**src/rtl/ripple_count_capture.sv**
```systemverilog
// Captures an asynchronous ripple-counter bus, filters settling glitches and accumulates the increments.
// Build option ACC_SATURATE_EN: saturate the accumulator with a sticky overflow flag (default: wrap + pulse).
module ripple_count_capture #(
    parameter int CNT_W       = 3,
    parameter int ACC_W       = 16,
    parameter int SYNC_STAGES = 2
) (
    input  logic             clk,
    input  logic             clr,
    input  logic             enable,
    input  logic [CNT_W-1:0] rip_q,
    input  logic             acc_clear,
    input  logic [ACC_W-1:0] thresh,
    output logic [ACC_W-1:0] acc,
    output logic [CNT_W-1:0] delta,
    output logic             out_valid,
    input  logic             out_ready,
    output logic [ACC_W-1:0] snap,
    output logic             overflow
);

    typedef enum logic [1:0] {IDLE, ARM, RUN, HOLD} state_t;

    state_t                              state;
    logic [SYNC_STAGES-1:0][CNT_W-1:0]   sync;
    logic [CNT_W-1:0]                    stable;
    logic [CNT_W-1:0]                    last;

    logic [CNT_W-1:0] s;
    logic             qual;
    logic             newv;
    logic [CNT_W-1:0] d;
    logic [ACC_W:0]   sum;
    logic             wrap;
    logic [ACC_W-1:0] acc_next;
    logic             hit;

    // A sample is trusted only once it has held for two consecutive clocks.
    always_comb begin
        s    = sync[SYNC_STAGES-1];
        qual = (s == stable);
        newv = qual && (s != last);
        d    = s - last;
        sum  = {1'b0, acc} + {{(ACC_W+1-CNT_W){1'b0}}, d};
        wrap = sum[ACC_W];
`ifdef ACC_SATURATE_EN
        acc_next = wrap ? '1 : sum[ACC_W-1:0];
`else
        acc_next = sum[ACC_W-1:0];
`endif
        hit = (thresh != '0) && (acc_next >= thresh);
    end

    always_ff @(posedge clk or negedge clr) begin
        if (!clr) begin
            state     <= IDLE;
            sync      <= '0;
            stable    <= '0;
            last      <= '0;
            acc       <= '0;
            delta     <= '0;
            snap      <= '0;
            out_valid <= 1'b0;
            overflow  <= 1'b0;
        end else begin
            sync   <= {sync[SYNC_STAGES-2:0], rip_q};
            stable <= s;
            delta  <= '0;
`ifndef ACC_SATURATE_EN
            overflow <= 1'b0;
`endif
            case (state)
                IDLE: begin
                    if (acc_clear) begin
                        acc      <= '0;
                        overflow <= 1'b0;
                    end
                    if (enable) state <= ARM;
                end
                ARM: begin
                    if (acc_clear) begin
                        acc      <= '0;
                        overflow <= 1'b0;
                    end
                    if (!enable) state <= IDLE;
                    else if (qual) begin
                        last  <= s;
                        state <= RUN;
                    end
                end
                RUN: begin
                    if (!enable) state <= IDLE;
                    else if (acc_clear) begin
                        // An increment landing with the clear is dropped, but the baseline still moves.
                        acc      <= '0;
                        overflow <= 1'b0;
                        if (qual) last <= s;
                    end else if (newv) begin
                        delta <= d;
                        last  <= s;
`ifdef ACC_SATURATE_EN
                        if (wrap) overflow <= 1'b1;
`else
                        overflow <= wrap;
`endif
                        if (hit) begin
                            snap      <= acc_next;
                            acc       <= '0;
                            out_valid <= 1'b1;
                            state     <= HOLD;
                        end else begin
                            acc <= acc_next;
                        end
                    end
                end
                HOLD: begin
                    if (newv) begin
                        delta <= d;
                        last  <= s;
                        acc   <= acc_next;
`ifdef ACC_SATURATE_EN
                        if (wrap) overflow <= 1'b1;
`else
                        overflow <= wrap;
`endif
                    end
                    if (out_ready) begin
                        out_valid <= 1'b0;
                        state     <= enable ? RUN : IDLE;
                    end
                end
                default: state <= IDLE;
            endcase
        end
    end

endmodule

```
**config.mk**
```make
export PLATFORM = sky130hd
export DESIGN_NAME = ripple_count_capture
export DESIGN_NICKNAME = d
export VERILOG_FILES = /design/src/rtl/ripple_count_capture.sv
export SDC_FILE = /design/constraint.sdc
export NUM_CORES = 1
export LEC_CHECK = 0
export BUFFER_PORTS_ARGS = -buffer_cell sky130_fd_sc_hd__buf_4
export CORE_AREA = 5 5 78 80
export CTS_CLUSTER_DIAMETER = 80
export DETAILED_ROUTE_END_ITERATION = 16
export DIE_AREA = 0 0 83 85
export GPL_TIMING_DRIVEN = 0
export PLACE_DENSITY_LB_ADDON = 0.08
export SETUP_SLACK_MARGIN = 0.1
export SLEW_MARGIN = 40
export SYNTH_ARGS = -nofsm -noshare
export SYNTH_HDL_FRONTEND = slang
export SYNTH_SLANG_ARGS = --single-unit
export TNS_END_PERCENT = 5
```
**constraint.sdc**
```tcl
create_clock -name clk -period 7.6 [get_ports clk]
set_input_delay 0.76 -clock clk [delete_from_list [all_inputs] [get_ports clk]]
set_output_delay 0.76 -clock clk [all_outputs]
set_load 0.05 [all_outputs]
```
==> results of run 1 <==
## sequential cells by signal, summed over array words and instances, names as in the netlist
register and count:
delta 3, s 3, out_valid 1, snap 16, sync 3, state 2, stable 3, last 3
acc 16, overflow 1
## power breakdown
| group | internal, mW | switching, mW |
|---|---|---|
| Clock | 0.0683 | 0.0972 |
| Sequential | 0.282 | 0.00719 |
| Combinational | 0.0569 | 0.0800 |
## layer usage
layer	routed length (µm)	global-route usage [%]
met4	133	6.538
met5	0	0
met3	275	4.078
met1	2897	25.19
met2	3137	31.92
## logic make-up after synthesis
group                    count (synthesis)  share of synthesized area [%]
XOR/XNOR                                18                          5.493
multiplexers                            19                          8.631
AND/OR/NAND/NOR                         72                          13.78
buffers and inverters                   37                          5.362
AO/OA/AOI/OAI                           46                          11.73
adder cells (fa/ha/maj)                 23                          10.55
flip-flops                              51                          44.46
## area by class of cell
class	count	area (µm²)
flip-flops and latches	51	1276
well taps	72	90.09
multi-input cells	178	1440
clock buffers	5	68.82
fillers	489	1829
clock inverters	3	28.78
plain buffers	7	41.29
inverters	30	112.6
repair buffers	60	450.4
## placed cells by master, fill, tap and decap left out, types with 2 or more instances in the layout
master    netlist  final
nor2_1         14     14
clkbuf_8        0      5
xnor2_1        10     10
nand4_1         5      5
clkbuf_1        3      3
buf_4           0     60
clkinv_4        0      2
ha_1           21     21
a221o_1         2      2
a21oi_1         8      8
and3_1          3      3
o21ai_0         9      9
a22o_1         12     12
nand2b_1        3      3
nand2_1        22     22
nand3_1         5      5
fa_1            2      2
nor4_1          5      5
xor2_1          8      8
dfrtp_1        51     51
buf_2           2      2
mux2_4          9      9
mux2_2         10     10
a21o_1          4      4
a211oi_1        3      3
inv_1          30     30
nor3_1          7      7
## final timing paths
path | start | to | slack [ps] | cells after the start
setup / recovery | s[0] | snap[9] | 2370 | 18
hold / removal | sync[0] | s[0] | 360 | 0
setup reg to reg | s[0] | snap[9] | 2370 | 18
hold reg to reg | sync[0] | s[0] | 360 | 0
max in group asynchronous | clr | acc[4] | 6710 | 1
min in group asynchronous | clr | snap[1] | 460 | 1
## worst register-to-register path, stage by stage, from the launching register on
cell,delay [ps]
dfrtp_1,420
inv_1,70
ha_1,130
inv_1,40
fa_1,520
inv_1,90
fa_1,430
nand2b_1,210
a211oi_1,510
nand4_1,290
xnor2_1,240
ha_1,310
nand4_1,140
nor3_1,320
nand3_1,170
nand3_1,160
nor3b_4,510
buf_8,250
mux2_4,320
## through the flow
stage | util (%) | std cells | instance area [µm²] | hold WS (ps) | power (mW)
2_1_floorplan | - | 266 | 2870 | 331.2 | 0.3882
3_3_place_gp | 63.90 | 398 | 3411 | 333.2 | 0.4279
3_5_place_dp | 63.90 | 398 | 3411 | 334.7 | 0.4335
4_1_cts | 65.73 | 406 | 3508 | 358.7 | 0.5994
5_1_grt | 65.73 | 406 | 3508 | 363.0 | 0.6341
6_report | 65.73 | 406 | 3508 | 357.6 | 0.5920
==> impl_metrics.ini, run 1 <==
[run_status]
outcome = finished, final reports clean

[pwr]
p_leak_nw = 1.844
max-vdd-ir-drop_v = 0.00008962
power.density_nw_per_um2 = 168.7

[timing]
slew_headroom_pct = 57.42
finalClockSkew_ps = 5.178
maxSlewViolCount = 0
period_share_pct = 68.81
min_period_ps = 5230
max_freq_ghz = 0.1912
setup_violations = 0
worst_slack_ps = 2371
tightest_slew_ps = 638.7
grt_setup_unrepaired = false
setup_tns_ps = 0
hold_viol = 0

[final_layout]
areaGrowthSynthToFinish_pct = 22.23
finalNetCount = 380
diodes = 0
drive_gt1_share_pct = 29.34

[synthesis]
yosysMostFrequentCell = dfrtp_1
synth.avg_cell_area_um2 = 10.79
syn-cell-area_um2 = 2870
synthFlopType = dfrtp_1
yosysWarnings = 0
synth_cell_types = 42
synth_top_area_share_pct = 44.46
synth_top_area_cell = dfrtp_1
yosysSeqAreaShare_pct = 44.46
synthTopCellsByArea = dfrtp_1 (44%), ha_1 (9.2%), mux2_4 (4.7%), inv_1 (3.9%), mux2_2 (3.9%)
synth-edff-count = 0
synthCells = 266
synthTopCellsByCount = dfrtp_1 (51), inv_1 (30), nand2_1 (22)
ys_ff_latch = 51
ys_async_sr_fraction_pct = 100.0
syn_nets = 313

[routing]
wl_um = 6444
postRouteAntennaNets = 0
routedWlPerCell_um = 15.87
dr.pass1.iters = 4
drt_drc_violations_left = 0
via_per_inst = 5.419
drt-initial-drc-count = 98
vias = 2200

[critical_path]
critPathSlowestCell = fa_1
path_max_fanout = 10
cp.required_ps = 7800
critPathCaptureType = register
setup.worst_path.class = register to register
crit_top_cell = inv_1
path_cells = inv_1 -> ha_1 -> inv_1 -> fa_1 -> inv_1 -> fa_1 -> nand2b_1 -> a211oi_1 -> nand4_1 -> xnor2_1 -> ha_1 -> nand4_1 -> nor3_1 -> nand3_1 -> nand3_1 -> nor3b_4 -> buf_8 -> mux2_4
critPathBufInv = 4
cp-start-kind = register
slowest_delay_ps = 520
crit_family = simple AND/OR/NAND/NOR gates
worstPathArrival_ps = 5430

[die]
start_util_pct = 53.77
die-area_um2 = 7055
row_count = 27
io_pins = 61
die_w_um = 83
core_area_um2 = 5338
fp.dieH_um = 85

[grt]
grt_max_degree = 52
first_global_vias = 2193
gr-total-overflow = 0
grt.total_usage_pct = 19.25
antenna_found_initial = 0
grt_pass1_wl_um = 10900

[place]
dp_hpwl_um = 4932
pre_cts_ws_ps = 2393
gp_congestion = 0.9240
numPortBuffers = 60

[clock_tree]
htree_levels = 2
clk_latency_ps = 310
cts_resized = 0
cts_tree = done
root_buffer = clkbuf_8
cts.sinks = 51
cts_buffers = 5
post_cts_buffers = 0
clk_pin_slew_ps = 100
clk_path_buf_depth = 2
cts_hold_buf = 0

[worst_hold_path]
hold_path_class = register to register

[flow_run]
cap_viol_max_count = 0
Note: power is estimated with default switching activity, not from simulation.
==> run 2: changes to the inputs <==
--- a/config.mk
+++ b/config.mk
@@ -6,10 +6,10 @@
 export NUM_CORES = 1
 export LEC_CHECK = 0
 export BUFFER_PORTS_ARGS = -buffer_cell sky130_fd_sc_hd__buf_4
-export CORE_AREA = 5 5 78 80
+export CORE_AREA = 5 5 79 81
 export CTS_CLUSTER_DIAMETER = 80
 export DETAILED_ROUTE_END_ITERATION = 16
-export DIE_AREA = 0 0 83 85
+export DIE_AREA = 0 0 84 86
 export GPL_TIMING_DRIVEN = 0
 export PLACE_DENSITY_LB_ADDON = 0.08
 export SETUP_SLACK_MARGIN = 0.1
==> constraint.sdc (replaced) <==
create_clock -name clk -period 5.2 [get_ports clk]
set_input_delay 0.52 -clock clk [delete_from_list [all_inputs] [get_ports clk]]
set_output_delay 0.52 -clock clk [all_outputs]
set_load 0.05 [all_outputs]
==> run 2 against run 1 <==
  * Combinational power up 47%
  * Highest routed layer unchanged
  * Global-route usage up 0.36 points
  * Via count about the same
  * Sequential cell count unchanged
  * Clock skew up 2.6 ps
  * Clock power up 70%
==> impl_metrics.ini, run 2 (synthesis gave the netlist of run 1 again) <==
[routing]
via_per_inst = 5.410
drt-initial-drc-count = 83
vias = 2202
dr.pass1.iters = 4
postRouteAntennaNets = 0
wl_um = 6473
drt_drc_violations_left = 0
routedWlPerCell_um = 15.90

[grt]
first_global_vias = 2316
gr-total-overflow = 0
antenna_found_initial = 0
grt_pass1_wl_um = 11340
grt.total_usage_pct = 19.62
grt_max_degree = 52

[final_layout]
drive_gt1_share_pct = 30.75
finalNonFillerCells = 407
stdcell_area_um2 = 3548
reg.largest.list = acc: 16 flops, snap: 16 flops
multi_input_area_um2 = 1458
regArea_um2 = 1276
areaGrowthSynthToFinish_pct = 23.63
mostFrequentLayoutCell = buf_4
num-fill-cells = 459
finalNetCount = 381
diodes = 0
layout_common_cells = buf_4 (61), dfrtp_1 (51), inv_1 (30), nand2_1 (22), ha_1 (21)

[clock_tree]
htree_levels = 2
clk_path_buf_depth = 2
cts_buffers = 5
root_buffer = clkbuf_8
cts_tree = done
cts.sinks = 51
clk_pin_slew_ps = 100
clk_latency_ps = 310

[critical_path]
cp-start-kind = register
cp.required_ps = 5400
setup.worst_path.class = register to register
path_max_fanout = 7
worstPathArrival_ps = 4940
critPathCaptureType = register

[die]
fp.dieH_um = 86
start_util_pct = 53.10
die_w_um = 84
die-area_um2 = 7224
row_count = 27
core_area_um2 = 5405
io_pins = 61

[timing]
grt_setup_unrepaired = false
setup_violations = 0
slew_headroom_pct = 56.77
hold_viol = 0
maxSlewViolCount = 0
setup_tns_ps = 0
worst_slack_ps = 459.3
period_share_pct = 91.17
finalClockSkew_ps = 7.822
max_freq_ghz = 0.2109
tightest_slew_ps = 648.4
min_period_ps = 4741

[pwr]
p_leak_nw = 1.858
total_power_uw = 907.1
power.density_nw_per_um2 = 255.6
max-vdd-ir-drop_v = 0.0001370

[place]
numPortBuffers = 60
gp_congestion = 0.8745
dpl-instance-area_um2 = 3411
pre_cts_ws_ps = 91.84
dp_hpwl_um = 4921
placed_cells = 398

[run_status]
outcome = finished, final reports clean

[flow_run]
cap_viol_max_count = 0

[worst_hold_path]
hold_path_class = input pin to asynchronous set/reset pin
==> run 2: metal layers <==
metal  track usage [%]  part of all wire [%]  up-vias
met3             4.707                   4.7       15
li1                  -                     -     1069
met1             25.79                    44     1061
met4             6.433                   2.5        0
met5                 0                     0        -
met2             32.03                    48       57
==> run 2: cell type report <==
type / count / area share (%)
multi-input combinational: 178 / 41.08
sequential: 51 / 35.97
timing repair buffer: 61 / 12.91
inverter: 30 / 3.173
tap: 72 / 2.539
clock buffer: 5 / 1.939
clock inverter: 3 / 1.234
buffer: 7 / 1.164
==> run 2: critical path, stage by stage (launching register included) <==
cell and delay [ps]:
dfrtp_1 430, inv_1 70, ha_1 130, inv_1 40
fa_1 510, inv_1 80, fa_1 430, nand2b_1 230
a211oi_2 370, nand4_1 260, xnor2_1 210, ha_1 310
nand4_1 140, nor3_1 270, nand3_1 160, nand3_1 150
nor3b_4 260, buf_4 220, mux2_2 340
==> run 2: final timing paths <==
check                              start      end  slack, ps  depth (start not counted)
min in group clk                rip_q[1]  sync[1]        310                          1
worst max-delay path                s[0]  snap[3]        460                         18
max in group asynchronous            clr  acc[12]       4540                          1
worst max register to register      s[0]  snap[3]        460                         18
worst min-delay path                 clr  snap[1]        230                          1
worst min register to register   sync[2]     s[2]        360                          0
==> run 2: power by group <==
| group | internal, mW | switching (mW) |
|---|---|---|
| Sequential | 0.413 | 0.0107 |
| Clock | 0.144 | 0.139 |
| Combinational | 0.0841 | 0.117 |
==> run 2: through the flow <==
| stage | util, % | hold WS [ps] |
|---|---|---|
| 2_1_floorplan | - | 224.4 |
| 3_3_place_gp | 63.10 | 334.6 |
| 3_5_place_dp | 63.10 | 336.3 |
| 4_1_cts | 65.32 | 252.8 |
| 5_1_grt | 65.65 | 277.8 |
| 6_report | 65.65 | 228.3 |
==> run 2: repair_timing <==
| item | in CTS | in global routing |
|---|---|---|
| setup buffers | 1 | 0 |
| endpoints found under the hold margin | 0 | 0 |
| pin swaps | 0 | 0 |
| resized for setup | 0 | 4 |
| hold buffers | 0 | 0 |
| setup endpoints to repair | 9 | 30 |
